File: src/rtl/led_activity_pulse_gen_pkg.sv
// ============================================================================
// Module      : led_activity_pulse_gen_pkg
// Description : Shared constants for the LED activity pulse generator.
//               Holds the per-port FSM state encodings (2-bit) and the
//               hold-off / heartbeat counter width.
// Revision    : 1.0 - initial release
// ============================================================================
`default_nettype none

package led_activity_pulse_gen_pkg;

    // Width of the hold-off and heartbeat counters.
    localparam int unsigned c_cnt_w = 32;

    // Per-port FSM state encodings.
    localparam logic [1:0] c_st_idle    = 2'd0;
    localparam logic [1:0] c_st_pulse   = 2'd1;
    localparam logic [1:0] c_st_holdoff = 2'd2;

endpackage

`default_nettype wire

File: src/rtl/led_activity_chan.sv
// ============================================================================
// Module      : led_activity_chan
// Description : Single-port frame-start detector with a hold-off window.
//               Emits a one-cycle activity pulse per detected frame start,
//               then suppresses further pulses for HOLDOFF_CYCLES cycles.
//               A start seen during the hold-off is remembered as a single
//               pending flag and released when the window closes.
// Ports       : i_clk          - system clock
//               i_rst_n        - asynchronous active-low reset
//               i_frame_valid  - frame-valid strobe, high for the whole frame
//               i_link_up      - link status, 1 = up
//               o_pulse        - registered one-cycle activity pulse
//               o_pulse_nxt    - next-state value of o_pulse (for OR-reduce)
// Revision    : 1.0 - initial release
// ============================================================================
`default_nettype none

module led_activity_chan
    import led_activity_pulse_gen_pkg::*;
#(
    parameter logic [31:0] HOLDOFF_CYCLES = 32'd125_000_000
) (
    input  logic i_clk,
    input  logic i_rst_n,
    input  logic i_frame_valid,
    input  logic i_link_up,
    output logic o_pulse,
    output logic o_pulse_nxt
);

    localparam logic [c_cnt_w-1:0] c_holdoff_last = HOLDOFF_CYCLES - 32'd1;

    logic [1:0]         r_state;
    logic [1:0]         w_state_nxt;
    logic [c_cnt_w-1:0] r_cnt;
    logic [c_cnt_w-1:0] w_cnt_nxt;
    logic               r_pend;
    logic               w_pend_nxt;
    logic               r_prev_valid;
    logic               r_armed;
    logic               r_pulse;
    logic               w_start;

    // r_armed stays low until valid has been sampled low once after reset,
    // so a frame already in progress at reset release is not counted.
    assign w_start = i_frame_valid & ~r_prev_valid & r_armed;

    always_comb begin
        w_state_nxt = r_state;
        w_cnt_nxt   = r_cnt;
        w_pend_nxt  = r_pend;
        if (!i_link_up) begin
            // Link loss overrides everything, including a pulse about to issue.
            w_state_nxt = c_st_idle;
            w_cnt_nxt   = '0;
            w_pend_nxt  = 1'b0;
        end else begin
            case (r_state)
                c_st_idle: begin
                    if (w_start) begin
                        w_state_nxt = c_st_pulse;
                    end
                end
                c_st_pulse: begin
                    w_state_nxt = c_st_holdoff;
                    w_cnt_nxt   = '0;
                    w_pend_nxt  = 1'b0;
                end
                c_st_holdoff: begin
                    if (r_cnt == c_holdoff_last) begin
                        // A start landing on the last hold-off cycle counts too.
                        w_state_nxt = (r_pend | w_start) ? c_st_pulse : c_st_idle;
                        w_cnt_nxt   = '0;
                        w_pend_nxt  = 1'b0;
                    end else begin
                        w_cnt_nxt = r_cnt + 32'd1;
                        if (w_start) begin
                            w_pend_nxt = 1'b1;
                        end
                    end
                end
                default: begin
                    w_state_nxt = c_st_idle;
                    w_cnt_nxt   = '0;
                    w_pend_nxt  = 1'b0;
                end
            endcase
        end
    end

    assign o_pulse_nxt = (w_state_nxt == c_st_pulse);

    always_ff @(posedge i_clk or negedge i_rst_n) begin
        if (!i_rst_n) begin
            r_state      <= c_st_idle;
            r_cnt        <= '0;
            r_pend       <= 1'b0;
            r_prev_valid <= 1'b0;
            r_armed      <= 1'b0;
            r_pulse      <= 1'b0;
        end else begin
            r_state      <= w_state_nxt;
            r_cnt        <= w_cnt_nxt;
            r_pend       <= w_pend_nxt;
            r_prev_valid <= i_frame_valid;
            if (!i_frame_valid) begin
                r_armed <= 1'b1;
            end
            r_pulse      <= o_pulse_nxt;
        end
    end

    assign o_pulse = r_pulse;

endmodule

`default_nettype wire

File: src/rtl/led_activity_pulse_gen.sv
// ============================================================================
// Module      : led_activity_pulse_gen
// Description : Per-port frame-activity pulse generator feeding the LED
//               on-time stretchers. One led_activity_chan per port, a
//               registered OR of all pulses, and an optional heartbeat.
// Ports       : i_clk          - system clock
//               i_rst_n        - asynchronous active-low reset
//               iv_frame_valid - per-port frame-valid strobes
//               iv_link_up     - per-port link status, 1 = up
//               ov_pulse       - per-port one-cycle activity pulses
//               o_any_pulse    - OR of ov_pulse, cycle-aligned with it
//               o_heartbeat    - one-cycle pulse every HEARTBEAT_CYCLES
// Build option: LED_HEARTBEAT_EN - when defined, enables the free-running
//               heartbeat counter; otherwise o_heartbeat is tied low.
// Revision    : 1.0 - initial release
// ============================================================================
`default_nettype none

module led_activity_pulse_gen
    import led_activity_pulse_gen_pkg::*;
#(
    parameter int unsigned PORT_NUM         = 8,
    parameter logic [31:0] HOLDOFF_CYCLES   = 32'd125_000_000,
    parameter logic [31:0] HEARTBEAT_CYCLES = 32'd250_000_000
) (
    input  logic                i_clk,
    input  logic                i_rst_n,
    input  logic [PORT_NUM-1:0] iv_frame_valid,
    input  logic [PORT_NUM-1:0] iv_link_up,
    output logic [PORT_NUM-1:0] ov_pulse,
    output logic                o_any_pulse,
    output logic                o_heartbeat
);

    logic [PORT_NUM-1:0] w_pulse_nxt;
    logic                r_any_pulse;

    genvar g;
    generate
        for (g = 0; g < PORT_NUM; g++) begin : g_chan
            led_activity_chan #(
                .HOLDOFF_CYCLES (HOLDOFF_CYCLES)
            ) u_chan (
                .i_clk         (i_clk),
                .i_rst_n       (i_rst_n),
                .i_frame_valid (iv_frame_valid[g]),
                .i_link_up     (iv_link_up[g]),
                .o_pulse       (ov_pulse[g]),
                .o_pulse_nxt   (w_pulse_nxt[g])
            );
        end
    endgenerate

    // Registered from the next-state vector so it lines up with ov_pulse.
    always_ff @(posedge i_clk or negedge i_rst_n) begin
        if (!i_rst_n) begin
            r_any_pulse <= 1'b0;
        end else begin
            r_any_pulse <= |w_pulse_nxt;
        end
    end

    assign o_any_pulse = r_any_pulse;

`ifdef LED_HEARTBEAT_EN
    localparam logic [c_cnt_w-1:0] c_hb_last = HEARTBEAT_CYCLES - 32'd1;

    logic [c_cnt_w-1:0] r_hb_cnt;
    logic               r_heartbeat;

    // First heartbeat lands HEARTBEAT_CYCLES cycles after reset release.
    always_ff @(posedge i_clk or negedge i_rst_n) begin
        if (!i_rst_n) begin
            r_hb_cnt    <= '0;
            r_heartbeat <= 1'b0;
        end else begin
            r_heartbeat <= (r_hb_cnt == c_hb_last);
            if (r_hb_cnt == c_hb_last) begin
                r_hb_cnt <= '0;
            end else begin
                r_hb_cnt <= r_hb_cnt + 32'd1;
            end
        end
    end

    assign o_heartbeat = r_heartbeat;
`else
    // Constant zero; the parameter stays referenced so the interface is
    // identical in both builds.
    assign o_heartbeat = 1'b0 & (HEARTBEAT_CYCLES == 32'd0);
`endif

endmodule

`default_nettype wire

File: config.mk
export PLATFORM = sky130hd
export DESIGN_NAME = led_activity_pulse_gen
export DESIGN_NICKNAME = d
export VERILOG_FILES = /design/src/rtl/led_activity_pulse_gen_pkg.sv /design/src/rtl/led_activity_chan.sv /design/src/rtl/led_activity_pulse_gen.sv
export SDC_FILE = /design/constraint.sdc
export NUM_CORES = 1
export LEC_CHECK = 0
export BUFFER_PORTS_ARGS = -buffer_cell sky130_fd_sc_hd__buf_2
export CAP_MARGIN = 20
export CORE_UTILIZATION = 35
export DETAILED_ROUTE_END_ITERATION = 6
export PLACE_DENSITY = 0.46
export SLEW_MARGIN = 20
export SYNTH_ARGS = -nofsm -noshare
export SYNTH_HDL_FRONTEND = slang
export SYNTH_SLANG_ARGS = --single-unit
File: constraint.sdc
create_clock -name i_clk -period 5.3 [get_ports i_clk]
set_input_delay 1.06 -clock i_clk [delete_from_list [all_inputs] [get_ports i_clk]]
set_output_delay 1.06 -clock i_clk [all_outputs]
set_load 0.02 [all_outputs]
======== Word-level counts from Yosys, hierarchy flattened ========
Index checks and enable logic that the tools add are counted.
word-level totals
  bits in registers ....................... 305
  bits of input ports ..................... 18
  output and inout port bits .............. 10
  logic and storage cells ................. 250
operators by class
  add/sub/neg operators ................... 8
  equality and inequality tests ........... 48
  mux-type cells .......................... 96
  bitwise operators ....................... 32
  reduce and logical (&&, ||, !) cells .... 17
operators by type and width
  cell                   number
  $mux 32                16
  $pmux 32 s2            8
  $add 32x1->32 const B  8
  $eq 32x27->1 const B   8
  $mux 2                 24
  $pmux 2 s3             8
  $eq 2x1->1 const B     16
  $mux 1                 32
  $ne 4x2->1 const B     8
  $and 1x1->1            16
  $eq 2x2->1 const B     8
  $logic_not 2->1        8
  $ne 2x2->1 const B     8
  $pmux 1 s2             8
  $reduce_and 2->1       8
  $not 1->1              8
  $or 1x1->1             8
  $reduce_or 8->1        1

======== Depth between registers and ports, before layout ========
Gate-level depths: netlist of run 1.
  depth after elaboration ................. 10
  gate-level depth with buffers ........... 8
  gate-level depth less buffers ........... 7

======== By module ========
Synthesis of run 1 repeated with hierarchy kept, for this count alone.
second synthesis, totals
  cells, all modules ...................... 1647
  area total of the unflattened synthesis .. 16144.2 um^2
by module, submodules not included
  module                                     times used  cells an instance  area an instance (um^2)  sequential area each (um^2)
  led_activity_chan at g_chan[0].u_chan ...  6           203                1986.9                   950.9
  led_activity_chan at g_chan[2].u_chan      1           214                2114.5                   950.9
  led_activity_chan at g_chan[7].u_chan      1           209                2055.7                   950.9
  led_activity_pulse_gen                     1           6                  52.6                     25.0

======== Worst setup path after synthesis of run 1 ========
No wires, ideal clock.
  path type ............................... input to register
  start point ............................. input port iv_link_up[0]
  end point ............................... register g_chan[0].u_chan.r_cnt[31]
  setup time .............................. 132 ps
  data arrival time ....................... 2493 ps
  required time ........................... 5168 ps
  slack ................................... 2676 ps
  stages on the path ...................... 6
  buffers on the path ..................... 0
  path through ............................ nor3b_1 nor4_2 nand4_1 nor3_1 xnor2_1 nor2_1
between the ends
  cells in the longest elaborated chain, start to end .. 1
  elaborated cells between the ends (all ways) .. 2
  classes of those cells .................. eq/ne: 1; mux: 1
RTL lines
  element                                          line                          source
  start, declared                                  led_activity_pulse_gen.sv:29  input logic [PORT_NUM-1:0] iv_link_up,
  $ne 2x2->1 (no line) or $mux 32 (tied branches)  n/a
  end signal, assigned                             led_activity_chan.sv:103      r_cnt <= w_cnt_nxt;
  end, declared                                    led_activity_chan.sv:35       logic [c_cnt_w-1:0] r_cnt;
Several ways; a longest one is shown, not always the timed one.
A chain may end at the register's enable or synchronous reset.

======== Worst setup path in the final report of run 1 ========
  start point ............................. register g_chan[0].u_chan.r_cnt[23]
  end point ............................... register g_chan[0].u_chan.r_cnt[22]
between the ends
  cells in the longest elaborated chain, start to end .. 4
RTL lines
  element       line                     source
  $eq 32x27->1  led_activity_chan.sv:70  if (r_cnt == c_holdoff_last) begin
  $mux 32       led_activity_chan.sv:70
  $pmux 32 s2   led_activity_chan.sv:58  case (r_state)
  $mux 32       led_activity_chan.sv:52  if (!i_link_up) begin
No other way between the ends.

==> results by group, run 1 <==
Status
  • Outcome: finished clean

Global routing
  • Antenna violations before repair: 0
  • First-pass GRT wire length: 58.7 mm
  • GRT overflow: 0
  • Gr usage total: 0.159
  • Largest net degree at the start of global routing: 111
  • Vias in the first global route: 11516

Setup path
  • CP endpoint: g_chan[0].u_chan.r_cnt[22]$_DFFE_PN0P_
  • Crit path launch: g_chan[0].u_chan.r_cnt[23]$_DFFE_PN0P_
  • Slowest stage delay, CP: 0.75 ns
  • R2R cell count: 6
  • Crit Path Category: reg -> reg
  • Worst r2r src: g_chan[0].u_chan.r_cnt[23]$_DFFE_PN0P_
  • Crit path max-delay cell type: a21o_1
  • Crit path launch type: flop
  • Setup crit end kind: flop
  • CP arrival: between 3 and 4 ns
  • RR Endpoint: g_chan[0].u_chan.r_cnt[22]$_DFFE_PN0P_
  • Most used cell, CP: nor2_1
  • Critical path, cell by cell: nor4b_1 -> nand4_1 -> or4_1 -> nor2_1 -> a21o_1 -> nor2_1
  • CP required: 5.68 ns
  • Reg2Reg Setup Slack: 2.46 ns
  • Critical path peak fanout: 30

Final layout
  • Layout cells sized above 1: 0.0751
  • Fin cells: 2262
  • Post-route cell area: between 15000 and 20000 um^2
  • Area growth syn-to-layout: 13.5%
  • # nets final: roughly 1700
  • Most frequent cells in the layout: dfrtp_1 (305), nor2_1 (278), nand2_1 (128), nand3_1 (109), xor2_1 (107)
  • ANT cells: 0
  • Utilization after layout: 0.404
  • Most common cell after layout, fill and taps aside: dfrtp_1

Power
  • Pwr Total: 5.31 mW
  • Pleak: 7.14 nW
  • Cell Int Power: 4.11 mW
  • Sequential share of power: 0.446
  • Clk pwr share: 0.515
  • Worst vdd ir: ~0.18 mV
  • Pwr dens: 305 nW/um^2
  • Logic pwr share: 0.039
  • Psw: about 1.2 mW
  • Switching share of power: 0.225

Die
  • Die Ht: 211 um
  • IO Pins: 28
  • Row count: 76
  • Die Width: 211 um
  • Core ar.: between 40000 and 50000 um^2
  • Die ar.: 44600 um^2
  • Initial core utilization: 0.356

STA
  • Fmax achieved: approximately 350 MHz
  • Period Utilization, post-route: 0.535
  • Max-slew violation count: 0
  • Final Skew: 0.00806 ns
  • Final setup viols: 0
  • Final hold violations: 0
  • RSZ-0062 raised after global routing: no
  • Worst slew pin tran: 0.947 ns
  • Hold WS: roughly 0.46 ns
  • Worst setup margin: 2.46 ns
  • Fin crit period: 2.84 ns
  • Max transition margin: 0.369
  • Setup_tns: 0 ns

Clocking
  • Hold_buf cts: 0
  • Clock Sinks: between 300 and 400
  • Worst skew pair latency: 0.54 ns
  • Cts bufs inserted: 39
  • H-Tree Depth: 2
  • Postcts setup bufs: 0
  • Post_cts resized: 0
  • Clock-pin transition on the worst setup and hold timing paths: 0.06 ns
  • Longest Clk Path Bufs: 3
  • Root Buffer: clkbuf_16
  • CTS tree: yes

Routing
  • Vias: approximately 12000
  • DRT Wirelength: 33.8 mm
  • Post-route DRC: 0
  • Iteration-0 DRC Markers: 665
  • Routed Antenna Nets: 0
  • Drt via density: 5.09
  • Routed WL per cell: about 15 um
  • Pre-antenna DRT Iters: 5

Synth
  • Syn_area_per_cell: roughly 9.5 um^2
  • EDFF count, synth: 0
  • Register area share after synthesis: 0.498
  • Post-Synthesis Cells: about 1600
  • Yosys reg bits: 305
  • YS warnings: 0
  • Mapped cell area: 15300 um^2
  • Post-synth top flop: dfrtp_1
  • Post-synthesis net count: around 1600
  • Fraction of registers with async set/reset: 1.00
  • Library cells used by synthesis: 61

Placed design
  • Inst Count DP: 2194
  • Port bufs: 26
  • Dpl cell area: 16100 um^2
  • Gp weighted congestion: 0.773
  • Pre-CTS WS: 2.12 ns
  • Post-detail-place hpwl: 22.1 mm

Flow run
  • Max-Cap Viols: 0

Min path
  • Hold Path Class: reg -> reg
==> flip-flops by register name, indices dropped and copies added (netlist names) <==
| register | count |
|---|---|
| g_chan.u_chan.r_state | 16 |
| g_chan.u_chan.r_pend | 8 |
| g_chan.u_chan.r_cnt | 256 |
| g_chan.u_chan.r_prev_valid | 8 |
| o_any_pulse | 1 |
| g_chan.u_chan.r_armed | 8 |
| g_chan.u_chan.o_pulse | 8 |
==> area by class of cell <==
| type | count | area, um^2 |
|---|---|---|
| Fill cell | 4272 | 25700 |
| Sequential cell | 305 | 7630 |
| Multi-Input combinational cell | 1245 | 7360 |
| Clock buffer | 55 | 1160 |
| Tap cell | 585 | 732 |
| Timing Repair Buffer | 36 | 240 |
| Clock inverter | 13 | 171 |
| Inverter | 23 | 86.3 |
==> cell families after synthesis <==
group	share of synthesized area
compound gates	0.0591
xor+xnor	0.104
other cells	0.000245
buf+inv	0.0210
fa+ha+maj	0.00654
mux	0.00735
simple gates	0.303
flops	0.498
==> per-layer routing <==
layer  GRT usage  up-vias  part of all wire
met3      0.0247       56             0.027
met1       0.230     5599              0.51
met5           0        -                 0
met2       0.242      114              0.44
li1            -     5751                 -
met4      0.0550        0             0.022
==> worst min-delay path by stage <==
stage                                    startpoint                                   end  slack [ns]  cells after the start
3_5_place_dp   g_chan[2].u_chan.r_armed$_DFFE_PN0N_  g_chan[2].u_chan.r_armed$_DFFE_PN0N_        0.45                      1
4_1_cts        g_chan[6].u_chan.r_armed$_DFFE_PN0N_  g_chan[6].u_chan.r_armed$_DFFE_PN0N_        0.47                      1
3_3_place_gp   g_chan[2].u_chan.r_armed$_DFFE_PN0N_  g_chan[2].u_chan.r_armed$_DFFE_PN0N_        0.45                      1
6_report       g_chan[6].u_chan.r_armed$_DFFE_PN0N_  g_chan[6].u_chan.r_armed$_DFFE_PN0N_        0.46                      1
2_1_floorplan  g_chan[2].u_chan.r_armed$_DFFE_PN0N_  g_chan[2].u_chan.r_armed$_DFFE_PN0N_        0.44                      1
5_1_grt        g_chan[1].u_chan.r_armed$_DFFE_PN0N_  g_chan[1].u_chan.r_armed$_DFFE_PN0N_        0.48                      1
==> cell usage after synthesis (3+ instances only) <==
library cell    n  area share
nor3_1         44       0.014
nand4_1        68       0.028
dfrtp_1       305        0.50
inv_1          23      0.0056
buf_2           8      0.0026
ha_1            8      0.0065
a221o_1         5      0.0033
a31oi_1         8      0.0033
clkbuf_1       27      0.0066
nand2b_1       25       0.010
or2_2           7      0.0029
or3_1          24      0.0098
a22o_1          6      0.0034
nor4b_1        11      0.0063
o31ai_1        11      0.0054
and3_1         53       0.022
o21ai_0        44       0.014
and4_1         23       0.013
nand3b_1       11      0.0054
or4_1           8      0.0039
nor2_1        278       0.068
nand4b_1        4      0.0023
nor4_1         33       0.013
nand3_1       109       0.036
or4b_1          3      0.0020
and2_1         20      0.0082
mux2i_1         9      0.0059
a21oi_1        45       0.015
nor3b_1        15      0.0074
buf_4           9      0.0044
nand2_1       128       0.031
xnor2_1        75       0.043
nor2b_1        15      0.0061
xor2_1        107       0.061
o21ai_1         4      0.0013
a21o_1          8      0.0039
or3b_2          5      0.0029
o311ai_0        4      0.0023
==> power by group through the flow <==
stage | clock network (mW) | logic, mW | registers (mW)
2_1_floorplan | 0 | 0.119 | 2.40
3_3_place_gp | 0 | 0.215 | 2.41
3_5_place_dp | 0 | 0.215 | 2.41
4_1_cts | 2.84 | 0.216 | 2.37
5_1_grt | 2.91 | 0.238 | 2.37
6_report | 2.73 | 0.206 | 2.37
==> worst max-delay path: cells and delay by family (launching register included) <==
kind | cells | cell delay [ns]
and+or+nand+nor | 5 | 1.49
AOI/OAI and AO/OA | 1 | 0.75
DFF | 1 | 0.43
Power figures use the tool's default switching activity.
==> run 2: changes to the inputs <==
Settings changed: PLACE_DENSITY 0.46 to 0.48.
Clock period 5.3 ns to 2.5 ns, I/O delays scaled along.
==> run 2 against run 1 <==
Critical path depth is the same. Critical endpoint is now g_chan[1].u_chan.r_cnt[9]$_DFFE_PN0P_. Final cell count grew 2.7%. Flip-flop and latch count is the same. Global-route usage grew 0.21 points. Clock power grew 110%. Critical path type unchanged.
==> results by group, run 2 (synthesis results as in run 1) <==
Routing
  • Pre-antenna DRT Iters: 4
  • Post-route DRC: 0
  • Routed Antenna Nets: 0
  • Vias: ~12000
  • Drt via density: 5.02
  • Iteration-0 DRC Markers: between 600 and 700
  • DRT Wirelength: 34.3 mm
  • Routed WL per cell: 14.8 um

Final layout
  • # fillers: 4239
  • Largest registers: g_chan.u_chan.r_cnt: 256 flops, g_chan.u_chan.r_state: 16 flops
  • ANT cells: 0
  • Most common cell after layout, fill and taps aside: dfrtp_1
  • Multi-input gate area: about 7400 um^2
  • Area growth syn-to-layout: 17.1%
  • Most frequent cells in the layout: dfrtp_1 (305), nor2_1 (277), nand2_1 (128), nand3_1 (109), xor2_1 (107)
  • # nets final: 1736
  • Register with the most flip-flops: g_chan.u_chan.r_cnt
  • Layout cells sized above 1: 0.112
  • Number of flip-flops in the largest register: ~260
  • Reg area: 7630 um^2

Placed design
  • Post-detail-place hpwl: 23.7 mm
  • Gp weighted congestion: 0.803
  • Port bufs: 26
  • Pre-CTS WS: 0.0804 ns

STA
  • Final Skew: 0.00847 ns
  • Setup_tns: 0 ns
  • RSZ-0062 raised after global routing: no
  • Final setup viols: 0
  • Worst slew pin tran: around 0.74 ns
  • Final hold violations: 0
  • Fmax achieved: 424 MHz
  • Fin crit period: 2.36 ns
  • Max transition margin: 0.502
  • Worst setup margin: around 0.14 ns
  • Max-slew violation count: 0
  • Period Utilization, post-route: 0.944

Clocking
  • Root Buffer: clkbuf_16
  • Longest Clk Path Bufs: 3
  • Clock Sinks: roughly 310
  • Worst skew pair latency: 0.55 ns
  • Cts bufs inserted: 37
  • CTS tree: yes
  • Clock-pin transition on the worst setup and hold timing paths: 0.06 ns
  • H-Tree Depth: 2

Die
  • Die ar.: 44600 um^2
  • Row count: between 70 and 80
  • IO Pins: 28
  • Core ar.: 43100 um^2
  • Die Width: 211 um
  • Die Ht: 211 um
  • Initial core utilization: 0.356

Setup path
  • CP endpoint: g_chan[1].u_chan.r_cnt[9]$_DFFE_PN0P_
  • CP arrival: 2.77 ns
  • Critical path peak fanout: 4
  • Crit path launch: g_chan[1].u_chan.r_cnt[15]$_DFFE_PN0P_
  • Crit Path Category: reg -> reg
  • R2R cell count: 6
  • Setup crit end kind: flop
  • Crit path launch type: flop
  • CP required: 2.91 ns
  • Critical path, cell by cell: or4b_1 -> or4_4 -> nand4b_1 -> o21ai_2 -> or2_2 -> o311ai_0
  • Worst r2r src: g_chan[1].u_chan.r_cnt[15]$_DFFE_PN0P_
  • Crit path max-delay cell type: or4b_1
  • Slowest stage delay, CP: 0.52 ns
  • Reg2Reg Setup Slack: 0.14 ns
  • RR Endpoint: g_chan[1].u_chan.r_cnt[9]$_DFFE_PN0P_

Power
  • Pleak: 7.49 nW
  • Pwr dens: roughly 630 nW/um^2
  • Worst vdd ir: 0.476 mV

Global routing
  • Largest net degree at the start of global routing: 60
  • Gr usage total: 0.162
  • First-pass GRT wire length: 59.2 mm
  • GRT overflow: 0
  • Vias in the first global route: approximately 12000
  • Antenna violations before repair: 0

Min path
  • Hold depth: 1
  • Hold Path Class: in -> reg

Flow run
  • Max-Cap Viols: 0

Status
  • Outcome: finished clean
-- run 2: power by group --
part           switching [mW]  internal (mW)  total (mW)
logic                   0.349          0.165       0.514
registers              0.0353           4.98        5.02
clock network            2.16           3.60        5.76
-- run 2: what timing repair did --
action                                  CTS  global route
endpoints found under the hold margin    51             0
endpoints found under the setup margin    0            23
hold buffers                              1             0
resized for setup                         0             3
setup buffers                             0             0
-- run 2: stage by stage --
stage	hold slack [ns]	instances	util	area, um^2	total power, mW
floorplan	0.204	1620	-	15300	5.35
global placement	0.450	2255	0.385	16600	5.63
detailed placement	0.453	2255	0.385	16600	5.64
CTS	0.0503	2324	0.416	17900	11.5
global route	0.0604	2324	0.416	17900	11.8
finish	0.0855	2324	0.416	17900	11.3
-- run 2: worst min path at each step --
| stage | to | slack [ns] | startpoint |
|---|---|---|---|
| 2_1_floorplan | g_chan[0].u_chan.o_pulse$_DFF_PN0_ | 0.20 | i_rst_n |
| 5_1_grt | g_chan[0].u_chan.r_prev_valid$_DFF_PN0_ | 0.06 | iv_frame_valid[0] |
| 6_report | g_chan[0].u_chan.r_prev_valid$_DFF_PN0_ | 0.09 | iv_frame_valid[0] |
| 3_5_place_dp | g_chan[3].u_chan.r_armed$_DFFE_PN0N_ | 0.45 | g_chan[3].u_chan.r_armed$_DFFE_PN0N_ |
| 4_1_cts | g_chan[5].u_chan.r_prev_valid$_DFF_PN0_ | 0.05 | iv_frame_valid[5] |
| 3_3_place_gp | g_chan[1].u_chan.r_armed$_DFFE_PN0N_ | 0.45 | g_chan[1].u_chan.r_armed$_DFFE_PN0N_ |
-- run 2: critical path, delay by kind of cell (launching register included) --
family	cells	cell delay, ns
AND/OR/NAND/NOR	4	1.48
flip-flops	1	0.40
AO/OA/AOI/OAI	2	0.35
-- run 2: cell type report --
type	instances	area share
clock inverters	18	0.0124
flip-flops and latches	305	0.426
repair buffers	98	0.0437
clock buffers	50	0.0612
well taps	585	0.0408
multi-input cells	1245	0.411
inverters	23	0.00481
-- run 2: layer usage --
metal / vias up / share of wire / GRT usage
met5: - / 0 / 0
met4: 0 / 0.021 / 0.0585
met3: 48 / 0.029 / 0.0247
met2: 107 / 0.45 / 0.251
met1: 5644 / 0.50 / 0.227
li1: 5867 / - / -
